$ cat src/rtl/input_router_pkt.sv
// rtl/input_router_pkt.sv - packet-aware input router with per-VC route table and open-packet FSM
module input_router_pkt #(
  parameter int unsigned ROUTER_X_ID = 0,
  parameter int unsigned ROUTER_Y_ID = 0,
  parameter int unsigned N_VIRT_CHN  = 3,
  parameter int unsigned X_WIDTH     = 2,
  parameter int unsigned Y_WIDTH     = 2,
  parameter              ROUTING_ALG = "X_Y_ALG",
  parameter int unsigned REG_OUTPUT  = 0,
  localparam int unsigned VC_W = (N_VIRT_CHN > 1) ? $clog2(N_VIRT_CHN) : 1
) (
  input  logic                  clk,
  input  logic                  arst_n,
  input  logic                  flit_valid_i,
  output logic                  flit_ready_o,
  input  logic [1:0]            flit_type_i,
  input  logic [VC_W-1:0]       vc_id_i,
  input  logic [X_WIDTH-1:0]    x_dest_i,
  input  logic [Y_WIDTH-1:0]    y_dest_i,
  output logic                  req_valid_o,
  input  logic                  req_ready_i,
  output logic [4:0]            req_port_o,
  output logic [VC_W-1:0]       req_vc_o,
  output logic [N_VIRT_CHN-1:0] vc_busy_o,
  output logic                  route_err_o
);

  // One-hot output ports, bit0 = north
  localparam logic [4:0] P_NORTH = 5'b00001;
  localparam logic [4:0] P_SOUTH = 5'b00010;
  localparam logic [4:0] P_WEST  = 5'b00100;
  localparam logic [4:0] P_EAST  = 5'b01000;
  localparam logic [4:0] P_LOCAL = 5'b10000;

  localparam logic [1:0] T_HEAD      = 2'b00;
  localparam logic [1:0] T_BODY      = 2'b01;
  localparam logic [1:0] T_TAIL      = 2'b10;
  localparam logic [1:0] T_HEAD_TAIL = 2'b11;

  localparam logic [0:0] ST_IDLE = 1'b0;
  localparam logic [0:0] ST_OPEN = 1'b1;

  localparam logic [X_WIDTH-1:0] LP_X = X_WIDTH'(ROUTER_X_ID);
  localparam logic [Y_WIDTH-1:0] LP_Y = Y_WIDTH'(ROUTER_Y_ID);
  localparam bit YX_MODE = (ROUTING_ALG == "Y_X_ALG");

  logic [4:0]      r_route [N_VIRT_CHN];
  logic [0:0]      r_state [N_VIRT_CHN];
  logic            r_err;

  logic            w_flit_ready;
  logic            w_accept;
  logic            w_x_eq;
  logic            w_y_eq;
  logic            w_x_lt;
  logic            w_y_lt;
  logic [4:0]      w_new_route;
  logic            w_vc_ok;
  logic [0:0]      w_cur_state;
  logic [4:0]      w_cur_route;
  logic [4:0]      w_port;
  logic            w_err;
  logic            w_wr_route;
  logic [0:0]      w_nxt_state;

  assign w_x_eq   = (x_dest_i == LP_X);
  assign w_y_eq   = (y_dest_i == LP_Y);
  assign w_x_lt   = (x_dest_i <  LP_X);
  assign w_y_lt   = (y_dest_i <  LP_Y);
  assign w_vc_ok  = (int'(vc_id_i) < int'(N_VIRT_CHN));
  assign w_accept = flit_valid_i & w_flit_ready;

  // Dimension-order decode of the head flit destination
  always_comb begin
    w_new_route = P_LOCAL;
    if (w_x_eq && w_y_eq) begin
      w_new_route = P_LOCAL;
    end else if (YX_MODE) begin
      if (!w_y_eq) begin
        w_new_route = w_y_lt ? P_WEST : P_EAST;
      end else begin
        w_new_route = w_x_lt ? P_SOUTH : P_NORTH;
      end
    end else begin
      if (!w_x_eq) begin
        w_new_route = w_x_lt ? P_SOUTH : P_NORTH;
      end else begin
        w_new_route = w_y_lt ? P_WEST : P_EAST;
      end
    end
  end

  // Select the table entry and FSM state of the incoming flit's VC
  always_comb begin
    w_cur_state = ST_IDLE;
    w_cur_route = '0;
    for (int i = 0; i < int'(N_VIRT_CHN); i++) begin
      if (vc_id_i == VC_W'(i)) begin
        w_cur_state = r_state[i];
        w_cur_route = r_route[i];
      end
    end
  end

  // Per-VC open-packet FSM: decide route, error and table update for this flit
  always_comb begin
    w_port      = '0;
    w_err       = 1'b0;
    w_wr_route  = 1'b0;
    w_nxt_state = w_cur_state;
    if (!w_vc_ok) begin
      // Unknown VC: drain the flit and flag it, nothing to update
      w_err = 1'b1;
    end else if (w_cur_state == ST_IDLE) begin
      case (flit_type_i)
        T_HEAD: begin
          w_port      = w_new_route;
          w_wr_route  = 1'b1;
          w_nxt_state = ST_OPEN;
        end
        T_HEAD_TAIL: begin
          // Single-flit packet never opens the VC and leaves the table alone
          w_port = w_new_route;
        end
        default: begin
          // Orphan body/tail: accepted to avoid deadlock, routed nowhere
          w_err = 1'b1;
        end
      endcase
    end else begin
      case (flit_type_i)
        T_BODY: begin
          w_port = w_cur_route;
        end
        T_TAIL: begin
          w_port      = w_cur_route;
          w_nxt_state = ST_IDLE;
        end
        T_HEAD: begin
          // New head inside an open packet takes over the VC
          w_err       = 1'b1;
          w_port      = w_new_route;
          w_wr_route  = 1'b1;
          w_nxt_state = ST_OPEN;
        end
        default: begin
          w_err       = 1'b1;
          w_port      = w_new_route;
          w_wr_route  = 1'b1;
          w_nxt_state = ST_IDLE;
        end
      endcase
    end
  end

  // Route table and VC state update on input acceptance
  always_ff @(posedge clk or negedge arst_n) begin
    if (!arst_n) begin
      for (int i = 0; i < int'(N_VIRT_CHN); i++) begin
        r_route[i] <= '0;
        r_state[i] <= ST_IDLE;
      end
    end else if (w_accept) begin
      for (int i = 0; i < int'(N_VIRT_CHN); i++) begin
        if (vc_id_i == VC_W'(i)) begin
          if (w_wr_route) begin
            r_route[i] <= w_new_route;
          end
          r_state[i] <= w_nxt_state;
        end
      end
    end
  end

  // Single-cycle protocol error pulse after the accepting handshake
  always_ff @(posedge clk or negedge arst_n) begin
    if (!arst_n) begin
      r_err <= 1'b0;
    end else begin
      r_err <= w_accept & w_err;
    end
  end

  assign route_err_o  = r_err;
  assign flit_ready_o = w_flit_ready;

  genvar g;
  for (g = 0; g < int'(N_VIRT_CHN); g++) begin : g_busy
    assign vc_busy_o[g] = (r_state[g] == ST_OPEN);
  end

  if (REG_OUTPUT == 0) begin : g_comb_out
    assign req_valid_o  = flit_valid_i;
    assign w_flit_ready = req_ready_i;
    assign req_port_o   = w_port;
    assign req_vc_o     = vc_id_i;
  end else begin : g_reg_out
    logic            r_valid;
    logic [4:0]      r_port;
    logic [VC_W-1:0] r_vc;

    assign w_flit_ready = !r_valid | req_ready_i;
    assign req_valid_o  = r_valid;
    assign req_port_o   = r_port;
    assign req_vc_o     = r_vc;

    // Output stage: load on acceptance, empty once the arbiter takes it
    always_ff @(posedge clk or negedge arst_n) begin
      if (!arst_n) begin
        r_valid <= 1'b0;
        r_port  <= '0;
        r_vc    <= '0;
      end else if (w_accept) begin
        r_valid <= 1'b1;
        r_port  <= w_port;
        r_vc    <= vc_id_i;
      end else if (req_ready_i) begin
        r_valid <= 1'b0;
      end
    end
  end

endmodule
$ cat config.mk
export PLATFORM = sky130hd
export DESIGN_NAME = input_router_pkt
export DESIGN_NICKNAME = d
export VERILOG_FILES = /design/src/rtl/input_router_pkt.sv
export SDC_FILE = /design/constraint.sdc
export NUM_CORES = 1
export LEC_CHECK = 0
export BUFFER_PORTS_ARGS = -buffer_cell sky130_fd_sc_hd__buf_2
export CORE_UTILIZATION = 45
export DETAILED_ROUTE_END_ITERATION = 12
export GPL_ROUTABILITY_DRIVEN = 1
export PLACE_DENSITY = 0.74
export SLEW_MARGIN = 5
export SYNTH_ARGS = -nofsm -noshare
export SYNTH_HDL_FRONTEND = slang
export SYNTH_SLANG_ARGS = --single-unit
$ cat constraint.sdc
create_clock -name clk -period 1.5 [get_ports clk]
set_input_delay 0 -clock clk [delete_from_list [all_inputs] [get_ports clk]]
set_output_delay 0 -clock clk [all_outputs]
set_load 0.05 [all_outputs]
### Yosys cells after proc, flatten, opt, wreduce, memory -nomap -nowiden

Cells that the tools add are included.

| word-level totals | value |
|---|---|
| input port bits | 12 |
| output and inout port bits | 13 |
| register bits | 19 |

| cells by class | value |
|---|---|
| reduce and logical (&&, ||, !) cells | 14 |
| $lt $le $gt $ge | 3 |
| eq/ne operators | 5 |
| multiplexer cells | 24 |
| bitwise operators | 2 |

Operator list:

| kind | number |
|---|---|
| $mux W5 | 8 |
| $mux W1 | 13 |
| $reduce_and A3 Y1 | 3 |
| $logic_not A2 Y1 | 4 |
| $mux W4 | 2 |
| $eq A2 B2 Y1 const B | 3 |
| $reduce_and A2 Y1 | 3 |
| $reduce_or A2 Y1 | 3 |
| $eq A2 B1 Y1 const B | 2 |
| $lt A2 B1 Y1 const B | 2 |
| $and A1 B1 Y1 | 2 |
| $lt A2 B2 Y1 const B | 1 |
| $mux W2 | 1 |
| $logic_and A1 B1 Y1 | 1 |

### Depth between registers and ports, before layout

Gate-level depths: netlist of the first run.

| depth | value |
|---|---|
| word-level depth | 7 |
| depth in mapped cells | 7 |
| mapped depth without buffers | 6 |

### Worst setup path after synthesis of the first run

Ideal clock, no wire load.

| path | value |
|---|---|
| path type | reg-to-output |
| start | register r_state (netlist bit vc_busy_o[1]) |
| end | output port req_port_o[0] |
| required time | 1500 ps |
| slack | -582 ps |
| arrival | 2082 ps |
| cell stages (with the launch flop) | 5 |
| path through | dfrtp_1 -> mux2i_1 -> o2bb2ai_4 -> o311ai_0 -> a21oi_1 |

| between the ends | value |
|---|---|
| longest elaborated chain between the ends | 4 |

RTL lines:

| what | RTL line | RTL |
|---|---|---|
| start, declared | 48 | `logic [0:0] r_state [N_VIRT_CHN];` |
| start signal, assigned by index | 169 | `r_state[i] <= w_nxt_state;` |
| $mux W1 (2 in a row) | 98 | `if (vc_id_i == VC_W'(i)) begin` |
| $mux W5 | 114 | `end else if (w_cur_state == ST_IDLE) begin` |
| $mux W5 | 111 | `if (!w_vc_ok) begin` |
| end, declared | 22 | `output logic [4:0] req_port_o,` |

Every way passes these cells.

### Worst setup path after layout of the first run

| path | value |
|---|---|
| start | register r_state (netlist bit vc_busy_o[1]) |
| end | register r_route[9] in the netlist's numbering |

| between the ends | value |
|---|---|
| longest elaborated chain between the ends | 5 |

RTL lines:

| what | RTL line | RTL |
|---|---|---|
| $mux W1 (2 in a row) | 98 |  |
| $mux W1 | 114 |  |
| $mux W1 | 111 |  |
| $reduce_and A3 Y1 (no line) | -- |  |
| end signal, assigned by index | 167 | `r_route[i] <= w_new_route;` |
| end, declared | 47 | `logic [4:0] r_route [N_VIRT_CHN];` |

Every way passes these cells.
A chain may end at the register's enable or synchronous reset.

==> results.toml, run 1 <==
[finish]
fillers = 137
nets = 134
antenna_cells = 0
syn_to_final_growth_pct = 45.0
drive_gt1_share_pct = 52.9
fin_area_sq_um = 1230
fin_cells = 144

[place]
place.gp.congestion = 0.885
io_buffer_count = 22
placed_cells = 134
dpl.hpwl_mm = 1.54
placed_area_sq_um = 1040

[floorplanning]
rows = 15
die-area_sq_um = 2060
pin_count = 25
chipHeight_um = 45.4
initial_utilization_pct = 48.5
core_area_sq_um = 1750
die_w_um = 45.4

[synth]
synth_flop_cell = "dfrtp_1"
synth_cells = 85
yosysMostFrequentCell = "dfrtp_1"
yosysWarnings = 0
synth_top_cell_area_share_pct = 38.5
syn_area_sq_um = 846
synthTopCellsByCount = "dfrtp_1, mux2_2, a21oi_1, buf_4"
synth_seq_cells = 13
synth_edf_count = 0
synthDistinctLibCells = 29
async_reset_ff_share_pct = 100
postSynthAreaPerCell_sq_um = 9.95
synth_area_leaders = "dfrtp_1, mux2_2, mux2i_1, buf_4, a21oi_1"
ys_seq_area_share_pct = 38.5
synth_largest_area_cell = "dfrtp_1"

[sta]
rsz0062_at_grt = "true"
max_freq_ghz = 0.635
slew_violations = 0
hold_viol = 0
setup_viol = 12
fin_crit_ns = 1.57
post-route-period-util_pct = 105
setup_ws_ns = -0.0740
fin_skew_ns = 0.00519

[route]
wl_per_cell_um = 15.6
drt_iter0_markers = 28
drc = 0
drt-total-wl_mm = 2.25
vias = 792
drt_first_pass_iters = 4
via_per_inst = 5.50
drtAntennaViolNets = 0

[clocking]
clkTransAtPathRegs_ns = 0.09
cts_buffers = 3
cts.sinks = 13
clock_latency_ns = 0.28
max-clock-path-buffers = 2
cts_htree_levels = 1
cts-root-buf = "clkbuf_4"
cts_tree = "built"

[critical_path]
rr_endpoint = "r_route[9]$_DFFE_PN0P_"
crit_type = "flip-flop to flip-flop"
crit_fanout = 5
reg2reg_slack_ns = -0.07
required_ns = 1.67
cp-start-kind = "flip-flop"
reg2reg_depth = 4
cp_data_arrival_time_ns = 1.75
end_kind = "flip-flop"
r2r-start = "vc_busy_o[1]$_DFFE_PN0P_"

[run_status]
status = "finished with violations"
violations = "setup timing"

[pwr]
p_leak_nw = 0.565
ir_drop_v = 0.000623
p_per_area_nw_per_um2 = 1030

[grt]
grt_max_degree = 14
grt_pass1_vias = 747
grt_antenna_before_repair = 0
grt_pass1_wl_mm = 3.66
overflow = 0
grtUsageTotal_pct = 25.8

[run]
maxCapViolCount = 0

[hold_path]
hold_path_class = "input port to async pin"
==> timing repair <==
item | in CTS | in global routing
setup buffers | 1 | 2
endpoints found under the hold margin | 14 | 0
pin swaps | 3 | 1
hold buffers | 3 | 0
gates resized for setup | 18 | 4
endpoints found under the setup margin | 15 | 15
gates cloned | 0 | 0
==> how the worst max path moves through the flow <==
stage                                         from                 endpoint  slack [ns]
after floorplan           vc_busy_o[0]$_DFFE_PN0P_   r_route[0]$_DFFE_PN0P_       -0.16
after global placement    vc_busy_o[0]$_DFFE_PN0P_   r_route[5]$_DFFE_PN0P_      0.0006
after detailed placement  vc_busy_o[0]$_DFFE_PN0P_  r_route[10]$_DFFE_PN0P_       -0.06
after CTS                 vc_busy_o[0]$_DFFE_PN0P_            req_port_o[3]       -0.06
after global routing      vc_busy_o[1]$_DFFE_PN0P_   r_route[4]$_DFFE_PN0P_       -0.09
final                     vc_busy_o[1]$_DFFE_PN0P_   r_route[9]$_DFFE_PN0P_       -0.07
==> stage by stage <==
step	util [%]	hold slack [ns]	total power, mW	worst slack [ns]	setup TNS [ns]
floorplan	-	-0.296	0.779	-0.161	-1.52
global placement	59.4	-0.103	0.892	0.000636	0
detailed placement	59.4	-0.0953	0.912	-0.0600	-0.403
CTS	67.9	0.140	1.22	-0.0582	-0.470
global route	70.3	0.159	1.31	-0.0950	-1.01
finish	70.3	0.120	1.26	-0.0740	-0.640
==> report_power, final <==
group	leakage, nW	internal (mW)	switching [mW]
combinational	0.386	0.240	0.306
clock	0.0150	0.103	0.130
sequential	0.165	0.424	0.0565
total	0.565	0.767	0.492
==> cell type report <==
class	count	area, sq um	share of cell area, %
Multi-Input combinational cell	59	551	44.9
Sequential cell	13	328	26.7
Timing Repair Buffer	39	275	22.4
Tap cell	25	31.3	2.55
Clock buffer	4	26.3	2.14
Inverter	4	15.0	1.22
==> state kept, by name, summed over array words and instances (netlist names) <==
name	flops
r_route	9
vc_busy_o	3
route_err_o	1
==> worst max-delay path, stage by stage, from the launching register on <==
cell       delay [ns]
dfrtp_2          0.40
mux2i_4          0.08
o2bb2ai_4        0.22
mux2i_2          0.39
mux2_2           0.38
==> kinds of logic after synthesis <==
family	count (synthesis)	synth area share (%)
simple gates	22	14.5
compound gates	18	15.5
mux	14	17.9
buf+inv	14	9.17
flops	13	38.5
fa+ha+maj	2	2.96
other cells	1	0.443
xor+xnor	1	1.04
==> cell usage in the layout, fill, tap and decap left out, types with 4 or more instances in the layout <==
master	instances
buf_6	6
dfrtp_1	11
buf_4	11
nor2_1	5
mux2_2	6
inv_1	4
buf_2	19
==> per-layer routing <==
metal  global-route usage [%]  vias to the layer above  share of wire, %
met5                        0                        -                 0
met4                     9.70                        0              0.62
met3                     6.40                        4               4.6
met2                     41.2                       29                53
met1                     33.7                      392                42
li1                         -                      367                 -
(Power assumes the default switching activity.)
==> run 2, diff against run 1 <==
ABC_CLOCK_PERIOD_IN_PS = 1500   (was default)
CTS_CLUSTER_SIZE = 24   (was default)
SETUP_SLACK_MARGIN = 0.4   (was default)
==> run 2 against run 1 <==
The flow still finishes with violations (setup timing). Combinational power about the same. Cell count down 3.5%. Highest routed layer unchanged. Clock skew is 0.0025 ns higher. Register-to-register slack improved by 0.04 ns. Non-clock buffer count fell by 5. Critical endpoint is now r_route[13]$_DFFE_PN0P_.
==> results.toml, run 2 (synthesis results as in run 1) <==
[clocking]
max-clock-path-buffers = 2
cts_htree_levels = 1
clkTransAtPathRegs_ns = 0.07
clock_latency_ns = 0.28
cts-root-buf = "clkbuf_4"
cts_buffers = 3
cts_tree = "built"
cts.sinks = 13

[critical_path]
required_ns = 1.66
r2r-start = "vc_busy_o[0]$_DFFE_PN0P_"
crit_fanout = 5
rr_endpoint = "r_route[13]$_DFFE_PN0P_"
reg2reg_depth = 5
crit_slowest_cell = "dfrtp_2"
critPathMaxStageDelay_ns = 0.43
endpoint = "r_route[13]$_DFFE_PN0P_"
crit_path_cell_trace = "mux2i_4 > o2bb2ai_4 > buf_4 > a31oi_4 > mux2_4"
path_depth = 5
crit_type = "flip-flop to flip-flop"
cp_top_family = "multiplexers"
cp_data_arrival_time_ns = 1.69
end_kind = "flip-flop"
reg2reg_slack_ns = -0.03
cp-start-kind = "flip-flop"
crit_start = "vc_busy_o[0]$_DFFE_PN0P_"
path_buf_inv = 1

[grt]
grt_antenna_before_repair = 0
grtUsageTotal_pct = 22.8
overflow = 0
grt_pass1_vias = 697
grt_pass1_wl_mm = 3.23
grt_max_degree = 14

[place]
pre_cts_slack_ns = -0.0817
io_buffer_count = 22
placed_cells = 131
place.gp.congestion = 0.746
dpl.hpwl_mm = 1.33

[route]
wl_per_cell_um = 15.3
drt-total-wl_mm = 2.12
drt_iter0_markers = 15
via_per_inst = 5.36
drt_first_pass_iters = 4
vias = 745
drc = 0
drtAntennaViolNets = 0

[sta]
tightest_slew_ns = 0.585
hold_viol = 0
post-route-period-util_pct = 102
fin_skew_ns = 0.00769
maxSlewHeadroom_pct = 60.7
setup_ws_ns = -0.0319
fin_crit_ns = 1.53
slew_violations = 0
rsz0062_at_grt = "true"
setup_viol = 11
whs_ns = 0.101
max_freq_ghz = 0.653

[pwr]
p_leak_nw = 0.555
power_frac_seq_pct = 38.7
switching_share_pct = 38.9
p_int_uw = 758
p_per_area_nw_per_um2 = 1010
pwr-share-comb_pct = 44.1
clkPwrFrac_pct = 17.3
p_sw_uw = 483
ir_drop_v = 0.000675

[floorplanning]
core_area_sq_um = 1750
initial_utilization_pct = 48.5
chipHeight_um = 45.4
die_w_um = 45.4
rows = 15
pin_count = 25
die-area_sq_um = 2060

[run]
maxCapViolCount = 0

[finish]
antenna_cells = 0
largest_reg_flops = 9
syn_to_final_growth_pct = 45.0
nets = 129
largest_register = "r_route"
fin_cells = 139
final_common_cell = "buf_2"
fillers = 129
layout_common_cells = "buf_2, dfrtp_1, buf_4"
final_util_pct = 70.3
drive_gt1_share_pct = 56.1

[hold_path]
min_from = "vc_id_i[1]"
hold_path_class = "input port to flip-flop"

[run_status]
violations = "setup timing"
status = "finished with violations"
## run 2: cell count changes in the layout (fill, tap and decap cells not counted), sizes merged
cell         previous run  this run
dlygate4sd3             3         2
buf                    36        32
clkbuf                  4         3
clkinv                  0         1
## run 2: worst min path at each step
| stage | to | slack (ns) | cells after the start |
|---|---|---|---|
| floorplan | r_route[0]$_DFFE_PN0P_ | -0.30 | 0 |
| global placement | r_route[5]$_DFFE_PN0P_ | -0.1 | 1 |
| detailed placement | r_route[5]$_DFFE_PN0P_ | -0.1 | 1 |
| CTS | vc_busy_o[2]$_DFFE_PN0P_ | 0.07 | 2 |
| global route | vc_busy_o[2]$_DFFE_PN0P_ | 0.08 | 2 |
| finish | vc_busy_o[2]$_DFFE_PN0P_ | 0.10 | 2 |
## run 2: power groups by stage
stage / Clock (mW) / Combinational (mW) / Sequential, mW
floorplan: 0 / 0.248 / 0.535
global placement: 0 / 0.425 / 0.467
detailed placement: 0 / 0.434 / 0.473
CTS: 0.225 / 0.533 / 0.477
global route: 0.242 / 0.580 / 0.487
finish: 0.215 / 0.547 / 0.480
## run 2: area by class of cell
cell class / instances / area [sq um] / share of cell area [%]
Tap cell: 25 / 31.3 / 2.55
Sequential cell: 13 / 328 / 26.7
Timing Repair Buffer: 34 / 235 / 19.2
Clock buffer: 3 / 22.5 / 1.84
Clock inverter: 1 / 5.00 / 0.408
Inverter: 4 / 15.0 / 1.22
Multi-Input combinational cell: 59 / 589 / 48.1
## run 2: layer usage
| layer | vias up | GRT usage [%] | part of all wire (%) |
|---|---|---|---|
| met2 | 15 | 38.3 | 52 |
| met5 | - | 0 | 0 |
| li1 | 358 | - | - |
| met4 | 0 | 5.45 | 0.47 |
| met1 | 370 | 29.4 | 46 |
| met3 | 2 | 6.00 | 2.2 |
## run 2: timing repair
| item | CTS | global route |
|---|---|---|
| gates resized for setup | 24 | 3 |
| pin swaps | 8 | 2 |
| buffers inserted | 2 | 0 |
| hold endpoints to repair | 14 | 0 |
| hold buffers | 2 | 0 |
| endpoints found under the setup margin | 16 | 16 |
## run 2: metrics by stage
stage / power [mW] / TNS, ns / cell area, sq um
after floorplan: 0.783 / -1.52 / 890
after global placement: 0.892 / -0.0797 / 1030
after detailed placement: 0.906 / -0.316 / 1030
after CTS: 1.23 / -0.358 / 1210
after global routing: 1.31 / -1.04 / 1230
final: 1.24 / -0.276 / 1230
